$ cat src/rtl/wb_arbiter_pkg.sv
// rtl/wb_arbiter_pkg.sv - shared state encoding and width helper for the Wishbone N:1 arbiter
//
// Contents:
//   arb_state_t    arbiter state encoding (ST_IDLE, ST_BUSY, ST_ABORT)
//   rr_ptr_width() width of the round-robin pointer / grant index for n initiators
package wb_arbiter_pkg;

    typedef enum logic [1:0] {
        ST_IDLE  = 2'b00,
        ST_BUSY  = 2'b01,
        ST_ABORT = 2'b10
    } arb_state_t;

    // A single initiator still gets a 1-bit pointer so every vector stays non-empty.
    function automatic int rr_ptr_width(input int n);
        return (n > 1) ? $clog2(n) : 1;
    endfunction

endpackage

$ cat src/rtl/wb_rr_pick.sv
// rtl/wb_rr_pick.sv - combinational round-robin picker
//
// Ports:
//   req        in   N   request vector
//   rr_ptr     in   PW  index with highest priority
//   pick       out  N   one-hot winner (all zero when no request)
//   pick_idx   out  PW  index of the winner
//   pick_valid out  1   at least one request present
module wb_rr_pick #(
    parameter int N  = 2,
    parameter int PW = 1
) (
    input  logic [N-1:0]  req,
    input  logic [PW-1:0] rr_ptr,
    output logic [N-1:0]  pick,
    output logic [PW-1:0] pick_idx,
    output logic          pick_valid
);

    // Two passes: first the requesters at or above rr_ptr, then the wrapped
    // ones below it. The first hit in scan order wins.
    always_comb begin
        pick       = '0;
        pick_idx   = '0;
        pick_valid = 1'b0;
        for (int i = 0; i < N; i++) begin
            if (!pick_valid && req[i] && (i >= int'(rr_ptr))) begin
                pick_valid = 1'b1;
                pick[i]    = 1'b1;
                pick_idx   = PW'(i);
            end
        end
        for (int i = 0; i < N; i++) begin
            if (!pick_valid && req[i]) begin
                pick_valid = 1'b1;
                pick[i]    = 1'b1;
                pick_idx   = PW'(i);
            end
        end
    end

endmodule

$ cat src/rtl/wb_arbiter_nx1.sv
// rtl/wb_arbiter_nx1.sv - round-robin Wishbone N:1 arbiter with optional watchdog (WB_ARBITER_TIMEOUT_EN)
//
// Ports:
//   clock, reset          rising-edge clock, asynchronous active-low reset
//   adr/dat_w/sel/we      packed initiator request fields
//   cyc/stb               per-initiator cycle and strobe
//   dat_r/ack/err         per-initiator responses (zero for non-owners)
//   tadr/tdat_w/tsel/twe  target request fields (granted initiator's copy)
//   tcyc/tstb             target cycle and strobe
//   tdat_r/tack/terr      target responses
//   gnt                   registered one-hot grant
//   timeout               one-cycle pulse when the watchdog aborts a transfer
// Build option: define WB_ARBITER_TIMEOUT_EN to include the watchdog.
module wb_arbiter_nx1
    import wb_arbiter_pkg::*;
#(
    parameter int WB_ADDR_WIDTH  = 32,
    parameter int WB_DATA_WIDTH  = 32,
    parameter int N_INITIATORS   = 2,
    parameter int TIMEOUT_CYCLES = 256
) (
    input  logic                                        clock,
    input  logic                                        reset,
    input  logic [N_INITIATORS*WB_ADDR_WIDTH-1:0]       adr,
    input  logic [N_INITIATORS*WB_DATA_WIDTH-1:0]       dat_w,
    output logic [N_INITIATORS*WB_DATA_WIDTH-1:0]       dat_r,
    input  logic [N_INITIATORS-1:0]                     cyc,
    input  logic [N_INITIATORS-1:0]                     stb,
    input  logic [N_INITIATORS-1:0]                     we,
    input  logic [N_INITIATORS*(WB_DATA_WIDTH/8)-1:0]   sel,
    output logic [N_INITIATORS-1:0]                     ack,
    output logic [N_INITIATORS-1:0]                     err,
    output logic [WB_ADDR_WIDTH-1:0]                    tadr,
    output logic [WB_DATA_WIDTH-1:0]                    tdat_w,
    input  logic [WB_DATA_WIDTH-1:0]                    tdat_r,
    output logic                                        tcyc,
    output logic                                        tstb,
    output logic                                        twe,
    output logic [WB_DATA_WIDTH/8-1:0]                  tsel,
    input  logic                                        tack,
    input  logic                                        terr,
    output logic [N_INITIATORS-1:0]                     gnt,
    output logic                                        timeout
);

    localparam int SW = WB_DATA_WIDTH / 8;
    localparam int PW = rr_ptr_width(N_INITIATORS);

    arb_state_t            state;
    logic [PW-1:0]         rr_ptr;
    logic [PW-1:0]         g_idx;
    logic [PW-1:0]         next_ptr;
    logic [N_INITIATORS-1:0] req;
    logic [N_INITIATORS-1:0] pick;
    logic [PW-1:0]         pick_idx;
    logic                  pick_valid;
    logic                  wdog_expire;

    assign req = cyc & stb;

    // The released owner moves to the back of the queue.
    assign next_ptr = (int'(g_idx) == N_INITIATORS - 1) ? '0 : g_idx + 1'b1;

    wb_rr_pick #(
        .N  (N_INITIATORS),
        .PW (PW)
    ) u_pick (
        .req        (req),
        .rr_ptr     (rr_ptr),
        .pick       (pick),
        .pick_idx   (pick_idx),
        .pick_valid (pick_valid)
    );

    // Target side is a pure mux of the owner; nothing leaks out while idle or aborting.
    always_comb begin
        tadr   = '0;
        tdat_w = '0;
        tsel   = '0;
        twe    = 1'b0;
        tcyc   = 1'b0;
        tstb   = 1'b0;
        ack    = '0;
        err    = '0;
        dat_r  = '0;
        if (state == ST_BUSY) begin
            tadr   = adr[int'(g_idx)*WB_ADDR_WIDTH +: WB_ADDR_WIDTH];
            tdat_w = dat_w[int'(g_idx)*WB_DATA_WIDTH +: WB_DATA_WIDTH];
            tsel   = sel[int'(g_idx)*SW +: SW];
            twe    = we[g_idx];
            tcyc   = cyc[g_idx];
            tstb   = stb[g_idx];
            ack[g_idx] = tack;
            err[g_idx] = terr;
            dat_r[int'(g_idx)*WB_DATA_WIDTH +: WB_DATA_WIDTH] = tdat_r;
        end else if (state == ST_ABORT) begin
            err[g_idx] = 1'b1;
        end
    end

`ifdef WB_ARBITER_TIMEOUT_EN
    localparam int WW = $clog2(TIMEOUT_CYCLES + 1);
    localparam logic [WW-1:0] WDOG_LAST = WW'(TIMEOUT_CYCLES - 1);

    logic [WW-1:0] wdog_cnt;
    logic          stalled;
    logic          timeout_q;

    assign stalled     = tcyc & tstb & ~tack & ~terr;
    // A response arriving on the last allowed cycle clears 'stalled', so it wins.
    assign wdog_expire = (state == ST_BUSY) && stalled && (wdog_cnt == WDOG_LAST);
    assign timeout     = timeout_q;

    always_ff @(posedge clock or negedge reset) begin
        if (!reset) begin
            wdog_cnt <= '0;
        end else if ((state == ST_BUSY) && stalled && !wdog_expire) begin
            wdog_cnt <= wdog_cnt + 1'b1;
        end else begin
            wdog_cnt <= '0;
        end
    end
`else
    // Watchdog compiled out; TIMEOUT_CYCLES only keeps the parameter list common to both builds.
    assign wdog_expire = 1'b0;
    assign timeout     = (TIMEOUT_CYCLES > 0) ? 1'b0 : 1'b0;
`endif

    always_ff @(posedge clock or negedge reset) begin
        if (!reset) begin
            state  <= ST_IDLE;
            gnt    <= '0;
            g_idx  <= '0;
            rr_ptr <= '0;
`ifdef WB_ARBITER_TIMEOUT_EN
            timeout_q <= 1'b0;
`endif
        end else begin
`ifdef WB_ARBITER_TIMEOUT_EN
            timeout_q <= 1'b0;
`endif
            case (state)
                ST_IDLE: begin
                    if (pick_valid) begin
                        gnt   <= pick;
                        g_idx <= pick_idx;
                        state <= ST_BUSY;
                    end else begin
                        gnt <= '0;
                    end
                end
                ST_BUSY: begin
                    // Grant is held for the whole cycle, not per strobe.
                    if (!cyc[g_idx]) begin
                        gnt    <= '0;
                        rr_ptr <= next_ptr;
                        state  <= ST_IDLE;
                    end else if (wdog_expire) begin
                        state <= ST_ABORT;
`ifdef WB_ARBITER_TIMEOUT_EN
                        timeout_q <= 1'b1;
`endif
                    end
                end
                ST_ABORT: begin
                    gnt    <= '0;
                    rr_ptr <= next_ptr;
                    state  <= ST_IDLE;
                end
                default: begin
                    gnt   <= '0;
                    state <= ST_IDLE;
                end
            endcase
        end
    end

endmodule
$ cat config.mk
export PLATFORM = sky130hd
export DESIGN_NAME = wb_arbiter_nx1
export DESIGN_NICKNAME = d
export VERILOG_FILES = /design/src/rtl/wb_arbiter_pkg.sv /design/src/rtl/wb_rr_pick.sv /design/src/rtl/wb_arbiter_nx1.sv
export SDC_FILE = /design/constraint.sdc
export NUM_CORES = 1
export LEC_CHECK = 0
export BUFFER_PORTS_ARGS = -buffer_cell sky130_fd_sc_hd__buf_2
export CAP_MARGIN = 20
export CORE_AREA = 5 5 120 122
export DETAILED_ROUTE_END_ITERATION = 7
export DIE_AREA = 0 0 125 127
export GPL_TIMING_DRIVEN = 0
export PLACE_DENSITY = 0.57
export SETUP_SLACK_MARGIN = 0.1
export SYNTH_ARGS = -nofsm -noshare
export SYNTH_HDL_FRONTEND = slang
export SYNTH_SLANG_ARGS = --single-unit
$ cat constraint.sdc
create_clock -name clock -period 2.55 [get_ports clock]
set_input_delay 0.765 -clock clock [delete_from_list [all_inputs] [get_ports clock]]
set_output_delay 0.765 -clock clock [all_outputs]
set_load 0.02 [all_outputs]
# Word level (Yosys, flattened, before mapping)
# Index checks and enable logic that the tools add are counted.
[classes] addsub=2 n_bitwise=4 n_eq_ne=4 n_lt_le_gt_ge=3 n_shift=5 reduce_logical=13 n_mux=35
[op_table] op="$shiftx 64x7->32" n=2
[op_table] op="$and 64x64->64" n=1
[op_table] op="$mux 32" n=2
[op_table] op="$mux 64" n=1
[op_table] op="$shift 32x33->64 const A" n=1
[op_table] op="$shiftx 32x33->64" n=1
[op_table] op="$neg 6->33" n=1
[op_table] op="$mux 1" n=21
[op_table] op="$mux 2" n=6
[op_table] op="$pmux 2 s2" n=2
[op_table] op="$shiftx 8x4->4" n=1
[op_table] op="$and 2x2->2" n=3
[op_table] op="$reduce_and 2->1" n=3
[op_table] op="$logic_and 1x1->1" n=5
[op_table] op="$mux 4" n=1
[op_table] op="$ne 2x2->1 const B" n=2
[op_table] op="$logic_not 1->1" n=3
[op_table] op="$eq 2x1->1 const B" n=1
[op_table] op="$eq 2x2->1 const B" n=1
[op_table] op="$logic_not 2->1" n=1
[op_table] op="$lt 1x2->1 const B" n=1
[op_table] op="$pmux 1 s2" n=1
[op_table] op="$reduce_bool 2->1" n=1
[op_table] op="$add 1x1->1 const B" n=1
[op_table] op="3 further kinds" n=3
[word_totals] word_cells=70 output_inout_bits=142 input_bits=178 regBits=6

# Depth between registers and ports, before layout
# Gate-level depths: netlist of the first run.
[logic_depth] ltp_word=14 depth_mapped=5 depth_no_buf=3

# By module
# A second synthesis of the first run with hierarchy kept.
[unflattened] cells_unflattened=261 area_unflattened_um2=1824.2
[modules_own_cells] module="wb_arbiter_nx1" area_per_inst_um2=1791.7 seq_area_each_um2=125.1 instances=1 cells_per_inst=256
[modules_own_cells] module="wb_rr_pick" area_per_inst_um2=32.5 seq_area_each_um2=0.0 instances=1 cells_per_inst=5

# Worst setup path after synthesis of the first run
# No wires, ideal clock.
[synth_timing] kind="register -> output" start="register g_idx" end="output tadr[17]" required_time_ns=1.785 n_path_buf=3 path_stages_with_launch=6 path_slack_ns=0.602 t_arrival_ns=1.183 path_cell_list="dfrtp_1 -> buf_4 -> buf_6 -> buf_8 -> mux2i_1 -> nor2_1"
[synth_between] elab_chain_len=2
[synth_lines] element="from (decl)" line="wb_arbiter_nx1.sv:51" rtl="logic [PW-1:0] g_idx;"
[synth_lines] element="from (signal assigned)" line="wb_arbiter_nx1.sv:146" rtl="g_idx <= pick_idx;"
[synth_lines] element="$shiftx 64x7->32" line="wb_arbiter_nx1.sv:87" rtl="tadr = adr[int'(g_idx)*WB_ADDR_WIDTH +: WB_ADDR_WIDTH];"
[synth_lines] element="$mux 32" line="wb_arbiter_nx1.sv:86" rtl="if (state == ST_BUSY) begin"
[synth_lines] element="to (decl)" line="wb_arbiter_nx1.sv:33" rtl="output logic [WB_ADDR_WIDTH-1:0] tadr,"
# No other way between the ends.

# Worst setup path in the final report of the first run
[layout_timing] start="register g_idx" end="output dat_r[28]"
[layout_between] elab_chain_len=4 elab_cells_between_ends=5 cone_classes="1 x add/sub; 2 x shift; 1 x mux; 1 x bitwise"
[layout_lines] element="$neg 6->33 *" line="wb_arbiter_nx1.sv:95" rtl="dat_r[int'(g_idx)*WB_DATA_WIDTH +: WB_DATA_WIDTH] = tdat_r;"
[layout_lines] element="$shiftx 32x33->64 or $shift 32x33->64 (tied branches)" line="wb_arbiter_nx1.sv:95"
[layout_lines] element="$and 64x64->64 (no line) *"
[layout_lines] element="$mux 64 *" line="wb_arbiter_nx1.sv:86"
[layout_lines] element="to (decl)" line="wb_arbiter_nx1.sv:26" rtl="output logic [N_INITIATORS*WB_DATA_WIDTH-1:0] dat_r,"
# Mark *: on every way between the ends. The rest lies on a longest branch, timed or not.

==> results of run 1 <==
## layout make-up
| type | instances | area (um2) | area share |
|---|---|---|---|
| Sequential cell | 5 | 125 | 0.0339 |
| Multi-Input combinational cell | 224 | 1500 | 0.406 |
| Clock buffer | 4 | 78.8 | 0.0214 |
| Timing Repair Buffer | 318 | 1590 | 0.432 |
| Tap cell | 176 | 220 | 0.0597 |
| Inverter | 2 | 7.51 | 0.00204 |
| Buffer | 28 | 168 | 0.0455 |
## worst paths after layout
kind	from	end	slack (ns)	depth (start not counted)
setup / recovery	g_idx$_DFFE_PN0P_	dat_r[28]	0.22	5
hold / removal	reset	gnt[0]$_DFFE_PN0N_	0.35	1
setup reg to reg	g_idx$_DFFE_PN0P_	gnt[0]$_DFFE_PN0N_	1.35	4
hold reg to reg	gnt[0]$_DFFE_PN0N_	gnt[0]$_DFFE_PN0N_	0.49	1
max in group asynchronous	reset	rr_ptr$_DFFE_PN0P_	2.06	1
min in group clock	gnt[0]$_DFFE_PN0N_	gnt[0]$_DFFE_PN0N_	0.49	1
## metal layers
metal | vias up | track usage | part of all wire
met1 | 1309 | 0.136 | 0.37
li1 | 1511 | - | -
met2 | 204 | 0.241 | 0.51
met4 | 0 | 0.0446 | 0.031
met3 | 18 | 0.0334 | 0.089
met5 | - | 0 | 0
## worst reg2reg max path, cell delays in order (launching register included)
cell and delay (ns):
dfrtp_1 0.31, buf_4 0.20, mux2i_1 0.28, nor2_1 0.11
a21o_1 0.19
## stage by stage
| step | hold WS [ns] | std cells | util | worst slack (ns) | instance area, um2 |
|---|---|---|---|---|---|
| floorplan | 0.469 | 259 | - | 0.602 | 1790 |
| global placement | 0.458 | 753 | 0.276 | 0.331 | 3610 |
| detailed placement | 0.468 | 753 | 0.276 | 0.356 | 3610 |
| CTS | 0.354 | 757 | 0.282 | 0.174 | 3680 |
| global route | 0.358 | 757 | 0.282 | 0.107 | 3690 |
| finish | 0.352 | 757 | 0.282 | 0.216 | 3690 |
## state kept, by name, indices dropped and copies added, names as in the netlist
| signal | count |
|---|---|
| rr_ptr | 1 |
| g_idx | 1 |
| state | 1 |
| gnt | 2 |
## what timing repair did
item	CTS	global route
resized for setup	0	2
setup buffers	0	0
setup endpoints to repair	0	1
## power by group through the flow
stage | clock network (mW) | registers, mW | logic (mW)
after floorplan | 0 | 0.133 | 2.27
after global placement | 0 | 0.125 | 3.38
after detailed placement | 0 | 0.127 | 3.36
after CTS | 0.260 | 0.127 | 3.37
after global routing | 0.270 | 0.129 | 3.61
final | 0.257 | 0.127 | 3.32
## kinds of logic after synthesis
logic type | synth area share
AND/OR/NAND/NOR | 0.396
other | 0.00209
AO/OA/AOI/OAI | 0.0390
buffers and inverters | 0.0969
multiplexers | 0.396
flip-flops | 0.0697
## cell usage in the layout (no fill, tap or decap), drive strengths merged
cell / Yosys / final
buf: 20 / 338
nor2: 72 / 72
mux2i: 71 / 71
and2: 34 / 34
and3: 34 / 34
clkbuf: 8 / 12
dfrtp: 5 / 5
a21o: 4 / 4
o21ai: 3 / 3
inv: 2 / 2
nand2: 2 / 2
a21oi: 1 / 1
o2111a: 1 / 1
a311oi: 1 / 1
conb: 1 / 1
==> qor.csv, run 1 <==
metric;value;unit
Max Slew Vio Count;0;
Setup TNS Final;0;ns
via/cell ratio;4.02;
Ports;320;
ant diodes;0;
max_cap viols;0;
initial antenna violation count;0;
clock latency at the later pin of the worst-skew pair;0.23;ns
ys async rst share;1.00;
Die H;127;um
Port Buf Inserts;318;
mapped cell area;0.00179;mm2
global-route usage over all layers;0.127;
syn_area_per_cell;6.93;um2
fin crit share;0.915;
Psw;2.14;mW
Die Area;0.0159;mm2
gp weighted congestion;0.847;
NumNets Final;760;
CTS tree;built;
syn nets;437;
logic gate share of total power;0.897;
cells along the critical path;buf_4 > nor2_4 > clkbuf_1 > and2_1 > buf_2;
Critical Path RT;1.79;ns
Core Area;0.0131;mm2
detail-routed net length per standard cell;14.8;um
fin crit period;2.33;ns
number of synthesized flops with an enable pin;0;
most common library cells after synthesis;mux2i_1, nor2_1, and2_1, and3_1, buf_2;
FP Rows;42;
CTS max path bufs;2;
Detail Route Antenna Nets;0;
Initial DRT Pass Iterations;4;
Max Clock Skew;0.000301;ns
final hold vios;0;
largest net degree at the start of global routing;11;
Num CTS Buffers;3;
depth of the CTS H-tree;1;
Flop pwr share;0.034;
top cell type's share of synthesized area;0.396;
grt total ovfl;0;
critical path buffer and inverter count;3;
pwr/cell area;1010;mW/mm2
CP arrival;1.57;ns
Fmax;428;MHz
CP peak stage delay;0.35;ns
Worst VDD drop;0.000303;V
layout cell share with drive strength beyond 1;0.594;
unrepaired setup endpoints after global routing;no;
Layout area overhead;105;%
Hold Crit Class;in2async;
Critical Path Fanout Max;10;
distinct cell type count after synthesis;20;
internal power;1.57;mW
via count;3042;
DRC;0;
Iter 0 DRT Violations;83;
Synth area leader;mux2i_1;
register area share after synthesis;0.0697;
final wirelength;11200;um
hold buffer count at cts;0;
Setup violations, final;0;
Sw Ratio;0.576;
Post-Syn Instances;259;
first-pass GRT wire length;16700;um
startpoint types;flip-flop;
DP HPWL;10200;um
Die X;125;um
leakage power;2.46;nW
clk sinks;5;
initial cell density of the core;0.137;
Synth Warn #;0;
crit path kind;reg2out;
CP max-delay cell;dfrtp_1;
Worst-path clk slew;0.03;ns
#FFs+latches synth;5;
critical path capture point type;output port;
vias in the first global route;3273;
fill cell count;1463;
root buf cell;clkbuf_16;
ys flop type;dfrtp_1;
Clock Power Share;0.069;
status;completed;
Final Total Pwr;3.71;mW
top post-synthesis cells by area;mux2i_1, nor2_1, and2_1;
delay-heaviest family, CP;buffers and inverters;
No activity file was read; power rests on OpenSTA's default activity.
==> run 2: changes to the inputs <==
--- a/config.mk
+++ b/config.mk
@@ -11,7 +11,7 @@
 export DETAILED_ROUTE_END_ITERATION = 7
 export DIE_AREA = 0 0 125 127
 export GPL_TIMING_DRIVEN = 0
-export PLACE_DENSITY = 0.57
+export PLACE_DENSITY_LB_ADDON = 0.05
 export SETUP_SLACK_MARGIN = 0.1
 export SYNTH_ARGS = -nofsm -noshare
 export SYNTH_HDL_FRONTEND = slang
==> run 2 against run 1 <==
First-iteration DRC count fell by 37%. Via count fell by 0.85%. Sequential share of layout area barely moved. Critical endpoint is now dat_r[21]. Largest cell class unchanged. Largest power group unchanged. Highest routed layer unchanged.
==> qor.csv, run 2 (synthesis gave the netlist of run 1 again) <==
metric;value;unit;change
status;completed;;
Die Area;0.0159;mm2;unchanged
via count;3016;;-0.85%
Layout area overhead;106;%;
setup bufs post-CTS;0;;unchanged
initial cell density of the core;0.137;;unchanged
placed cell count;753;;unchanged
placed cell areas;0.00361;mm2;unchanged
fin crit share;0.898;;-0.0171
Die H;127;um;unchanged
register area;125;um2;unchanged
Port Buf Inserts;318;;unchanged
Setup TNS Final;0;ns;unchanged
Biggest register;gnt;;
initial antenna violation count;1;;+1
hold slack;0.349;ns;-0.00263 ns
hold buffer count at cts;0;;unchanged
clk sinks;5;;unchanged
CTS max path bufs;2;;unchanged
detail-routed net length per standard cell;15.5;um;+5.1%
Setup violations, final;0;;unchanged
Initial DRT Pass Iterations;4;;unchanged
grt total ovfl;0;;unchanged
max reg flops;2;;unchanged
layout cell share with drive strength beyond 1;0.597;;+0.00344
root buf cell;clkbuf_16;;
Die X;125;um;unchanged
most frequent cells in the layout;buf_2, mux2i_1, nor2_1;;
Worst-path clk slew;0.03;ns;about the same
FP Rows;42;;unchanged
Max Slew Vio Count;0;;unchanged
pwr/cell area;1020;mW/mm2;+1.2%
Critical Path RT;1.79;ns;about the same
leakage power;2.47;nW;+0.26%
global-route usage over all layers;0.134;;+0.00704
fin cells;758;;+0.13%
max_cap viols;0;;unchanged
CTS tree;built;;
Fmax;437;MHz;+1.9%
largest net degree at the start of global routing;11;;unchanged
gp weighted congestion;0.889;;+5.0%
Worst VDD drop;0.000296;V;-2.3%
DRC;0;;unchanged
Num CTS Buffers;3;;unchanged
post-route cell area;0.00369;mm2;+0.14%
Final Total Pwr;3.76;mW;+1.4%
area of the multi-input gates;0.00150;mm2;unchanged
final hold vios;0;;unchanged
via/cell ratio;3.98;;-0.99%
fill cell count;1511;;+3.3%
Max Clock Skew;0.00143;ns;+0.00113 ns
vias in the first global route;3171;;-3.1%
Hold Crit Class;in2async;;
fin crit period;2.29;ns;-0.0437 ns
CP arrival;1.53;ns;-0.04 ns
Iter 0 DRT Violations;52;;-37%
unrepaired setup endpoints after global routing;no;;
Ports;320;;unchanged
depth of the CTS H-tree;1;;unchanged
critical path capture point type;output port;;
clock latency at the later pin of the worst-skew pair;0.23;ns;about the same
commonest non-fill, non-tap cell in the layout;buf_2;;
DP HPWL;10600;um;+4.0%
final wirelength;11800;um;+5.3%
startpoint types;flip-flop;;
Critical Path Fanout Max;10;;unchanged
Core Area;0.0131;mm2;unchanged
first-pass GRT wire length;17300;um;+3.6%
crit path kind;reg2out;;
NumNets Final;760;;unchanged
Detail Route Antenna Nets;0;;unchanged
-- run 2: cell count changes in the layout (fill, tap and decap cells not counted), sizes merged --
cell   delta
diode     +1
-- run 2: area by class of cell --
cell class	instances	share of cell area
flip-flops and latches	5	0.0339
multi-input cells	224	0.405
inverters	2	0.00203
diodes	1	0.000678
well taps	176	0.0597
plain buffers	28	0.0461
repair buffers	318	0.431
clock buffers	4	0.0214
-- run 2: worst paths after layout --
path | startpoint | endpoint | slack [ns] | depth (start not counted)
setup / recovery | g_idx$_DFFE_PN0P_ | dat_r[21] | 0.26 | 5
hold / removal | reset | gnt[0]$_DFFE_PN0N_ | 0.35 | 1
setup reg to reg | state[0]$_DFFE_PN0P_ | gnt[1]$_DFFE_PN0N_ | 1.39 | 4
hold reg to reg | gnt[0]$_DFFE_PN0N_ | gnt[0]$_DFFE_PN0N_ | 0.47 | 1
max in group asynchronous | reset | rr_ptr$_DFFE_PN0P_ | 2.07 | 1
min in group clock | gnt[0]$_DFFE_PN0N_ | gnt[0]$_DFFE_PN0N_ | 0.47 | 1
-- run 2: power breakdown --
group          switching, mW  internal [mW]
combinational           2.12           1.26
clock                 0.0464          0.207
sequential            0.0161          0.110
-- run 2: stage by stage --
stage           util  setup WS (ns)
3_5_place_dp   0.276          0.306
2_1_floorplan      -          0.602
4_1_cts        0.282          0.111
3_3_place_gp   0.276          0.336
5_1_grt        0.282          0.124
6_report       0.282          0.259
-- run 2: routing by layer --
metal,track usage,share of wire,up-vias
met5,0,0,-
met4,0.0223,0.013,0
met3,0.0472,0.11,10
met2,0.284,0.56,186
met1,0.122,0.31,1306
li1,-,-,1514
-- run 2: critical path, stage by stage, from the launching register on --
cell and delay [ns]:
dfrtp_1 0.35, buf_4 0.18, nor2_4 0.21, clkbuf_2 0.22, and2_1 0.17, buf_2 0.17
-- run 2: repair_timing --
item / in CTS / in global routing
endpoints found under the setup margin: 8 / 20
endpoints found under the hold margin: 0 / 0
gates resized for setup: 1 / 4
==> run 3: changes to the inputs <==
--- a/config.mk
+++ b/config.mk
@@ -8,10 +8,12 @@
 export BUFFER_PORTS_ARGS = -buffer_cell sky130_fd_sc_hd__buf_2
 export CAP_MARGIN = 20
 export CORE_AREA = 5 5 120 122
+export CTS_CLUSTER_SIZE = 12
 export DETAILED_ROUTE_END_ITERATION = 7
 export DIE_AREA = 0 0 125 127
 export GPL_TIMING_DRIVEN = 0
 export PLACE_DENSITY_LB_ADDON = 0.05
+export RECOVER_POWER = 25
 export SETUP_SLACK_MARGIN = 0.1
 export SYNTH_ARGS = -nofsm -noshare
 export SYNTH_HDL_FRONTEND = slang
==> run 3 against run 2 <==
Sequential cell count unchanged. Critical path type unchanged. Highest routed layer unchanged. Largest cell class unchanged. Clock skew hardly changed. First-iteration DRC count grew 12%.
==> qor.csv, run 3 (synthesis gave the netlist of run 1 again) <==
metric;value;unit;change
Psw;2.19;mW;+0.23%
Flop pwr share;0.034;;about the same
fin crit period;2.34;ns;+0.0530 ns
initial cell density of the core;0.137;;unchanged
CTS tree;built;;
via/cell ratio;3.98;;about the same
cells along the critical path;clkbuf_2 > clkbuf_1 > and3_1 > clkbuf_1;;
layout cell share with drive strength beyond 1;0.558;;-0.0396
commonest non-fill, non-tap cell in the layout;buf_2;;
Iter 0 DRT Violations;58;;+12%
crit path kind;reg2out;;
Sw Ratio;0.585;;+0.00390
depth of the CTS H-tree;1;;unchanged
CP arrival;1.58;ns;+0.05 ns
root buf cell;clkbuf_16;;
grt total ovfl;0;;unchanged
most frequent cells in the layout;buf_2, mux2i_1, nor2_1;;
Ports;320;;unchanged
final hold vios;0;;unchanged
pwr/cell area;1020;mW/mm2;+0.34%
vias in the first global route;3171;;unchanged
DP HPWL;10600;um;unchanged
unrepaired setup endpoints after global routing;no;;
DRC;0;;unchanged
logic gate share of total power;0.899;;about the same
Clock Power Share;0.068;;about the same
Detail Route Antenna Nets;0;;unchanged
delay-heaviest family, CP;buffers and inverters;;
critical path capture point type;output port;;
fin crit share;0.919;;+0.0208
CTS max path bufs;2;;unchanged
status;completed;;
hold buffer count at cts;0;;unchanged
internal power;1.55;mW;-1.4%
startpoint types;flip-flop;;
final wirelength;11800;um;+0.45%
Setup violations, final;0;;unchanged
first-pass GRT wire length;17300;um;unchanged
Die X;125;um;unchanged
Fmax;427;MHz;-2.3%
Setup TNS Final;0;ns;unchanged
Biggest register;gnt;;
critical path buffer and inverter count;3;;unchanged
Critical Path RT;1.79;ns;about the same
gp weighted congestion;0.889;;unchanged
detail-routed net length per standard cell;15.6;um;+0.45%
largest net degree at the start of global routing;11;;unchanged
Worst-path clk slew;0.03;ns;about the same
Die Area;0.0159;mm2;unchanged
Final Total Pwr;3.74;mW;-0.44%
area of the multi-input gates;0.00150;mm2;unchanged
CP max-delay cell;dfrtp_1;;
register area;125;um2;unchanged
Max Slew Vio Count;0;;unchanged
Initial DRT Pass Iterations;4;;unchanged
Port Buf Inserts;318;;unchanged
CP peak stage delay;0.33;ns;-0.02 ns
Hold Crit Class;in2async;;
Critical Path Fanout Max;10;;unchanged
leakage power;2.38;nW;-3.7%
max_cap viols;0;;unchanged
clk sinks;5;;unchanged
fill cell count;1519;;+0.53%
FP Rows;42;;unchanged
Num CTS Buffers;3;;unchanged
most frequent CP cell;clkbuf_1;;
Max Clock Skew;0.00151;ns;+0.0000771 ns
Die H;127;um;unchanged
setup bufs post-CTS;0;;unchanged
NumNets Final;760;;unchanged
Worst VDD drop;0.000296;V;about the same
initial antenna violation count;1;;unchanged
global-route usage over all layers;0.134;;unchanged
Layout area overhead;104;%;
Core Area;0.0131;mm2;unchanged
max reg flops;2;;unchanged
via count;3014;;-0.066%
clock latency at the later pin of the worst-skew pair;0.23;ns;about the same
run 3: cell count changes in the layout (fill, tap and decap cells not counted):
cell,delta
clkbuf_2,+2
clkbuf_1,+23
buf_2,-25
run 3: what timing repair did:
action                                  in CTS  in global routing
endpoints found under the setup margin       8                 20
hold endpoints to repair                     0                  0
gates resized for setup                      1                  4
run 3: final cells by class:
cell class	count	area share
clock buffers	4	0.0215
flip-flops and latches	5	0.0342
plain buffers	28	0.0465
repair buffers	318	0.427
multi-input cells	224	0.408
diodes	1	0.000683
inverters	2	0.00205
well taps	176	0.0601
run 3: worst reg2reg max path, cell delays in order, from the launching register on:
cell and delay [ns]:
dfrtp_1 0.36, inv_1 0.13, clkbuf_2 0.28, nor2_1 0.13, a21o_1 0.19
run 3: through the flow:
step	instance area (um2)	std cells	hold WS, ns	setup slack [ns]	util
global route	3660	758	0.418	0.0900	0.280
detailed placement	3610	753	0.467	0.306	0.276
finish	3660	758	0.389	0.206	0.280
CTS	3690	757	0.351	0.111	0.282
floorplan	1790	259	0.469	0.602	-
global placement	3610	753	0.461	0.336	0.276
run 3: layer usage:
| layer | vias up | track usage | share of wire |
|---|---|---|---|
| met4 | 0 | 0.0223 | 0.013 |
| met1 | 1301 | 0.122 | 0.32 |
| li1 | 1514 | - | - |
| met5 | - | 0 | 0 |
| met3 | 10 | 0.0472 | 0.11 |
| met2 | 189 | 0.284 | 0.56 |
run 3: final timing paths:
path | slack (ns) | end | cells after the start | startpoint
max | 0.21 | dat_r[44] | 4 | state[0]$_DFFE_PN0P_
min | 0.39 | gnt[0]$_DFFE_PN0N_ | 1 | reset
max reg2reg | 1.35 | gnt[1]$_DFFE_PN0N_ | 4 | state[0]$_DFFE_PN0P_
min reg2reg | 0.47 | gnt[0]$_DFFE_PN0N_ | 1 | gnt[0]$_DFFE_PN0N_
max in group asynchronous | 1.94 | rr_ptr$_DFFE_PN0P_ | 1 | reset
min in group clock | 0.47 | gnt[0]$_DFFE_PN0N_ | 1 | gnt[0]$_DFFE_PN0N_
run 3: power by group through the flow:
| stage | Clock, mW | Combinational [mW] | Sequential, mW |
|---|---|---|---|
| after global routing | 0.265 | 3.65 | 0.130 |
| after CTS | 0.258 | 3.46 | 0.127 |
| after floorplan | 0 | 2.27 | 0.133 |
| after global placement | 0 | 3.45 | 0.128 |
| after detailed placement | 0 | 3.46 | 0.128 |
| final | 0.253 | 3.36 | 0.127 |
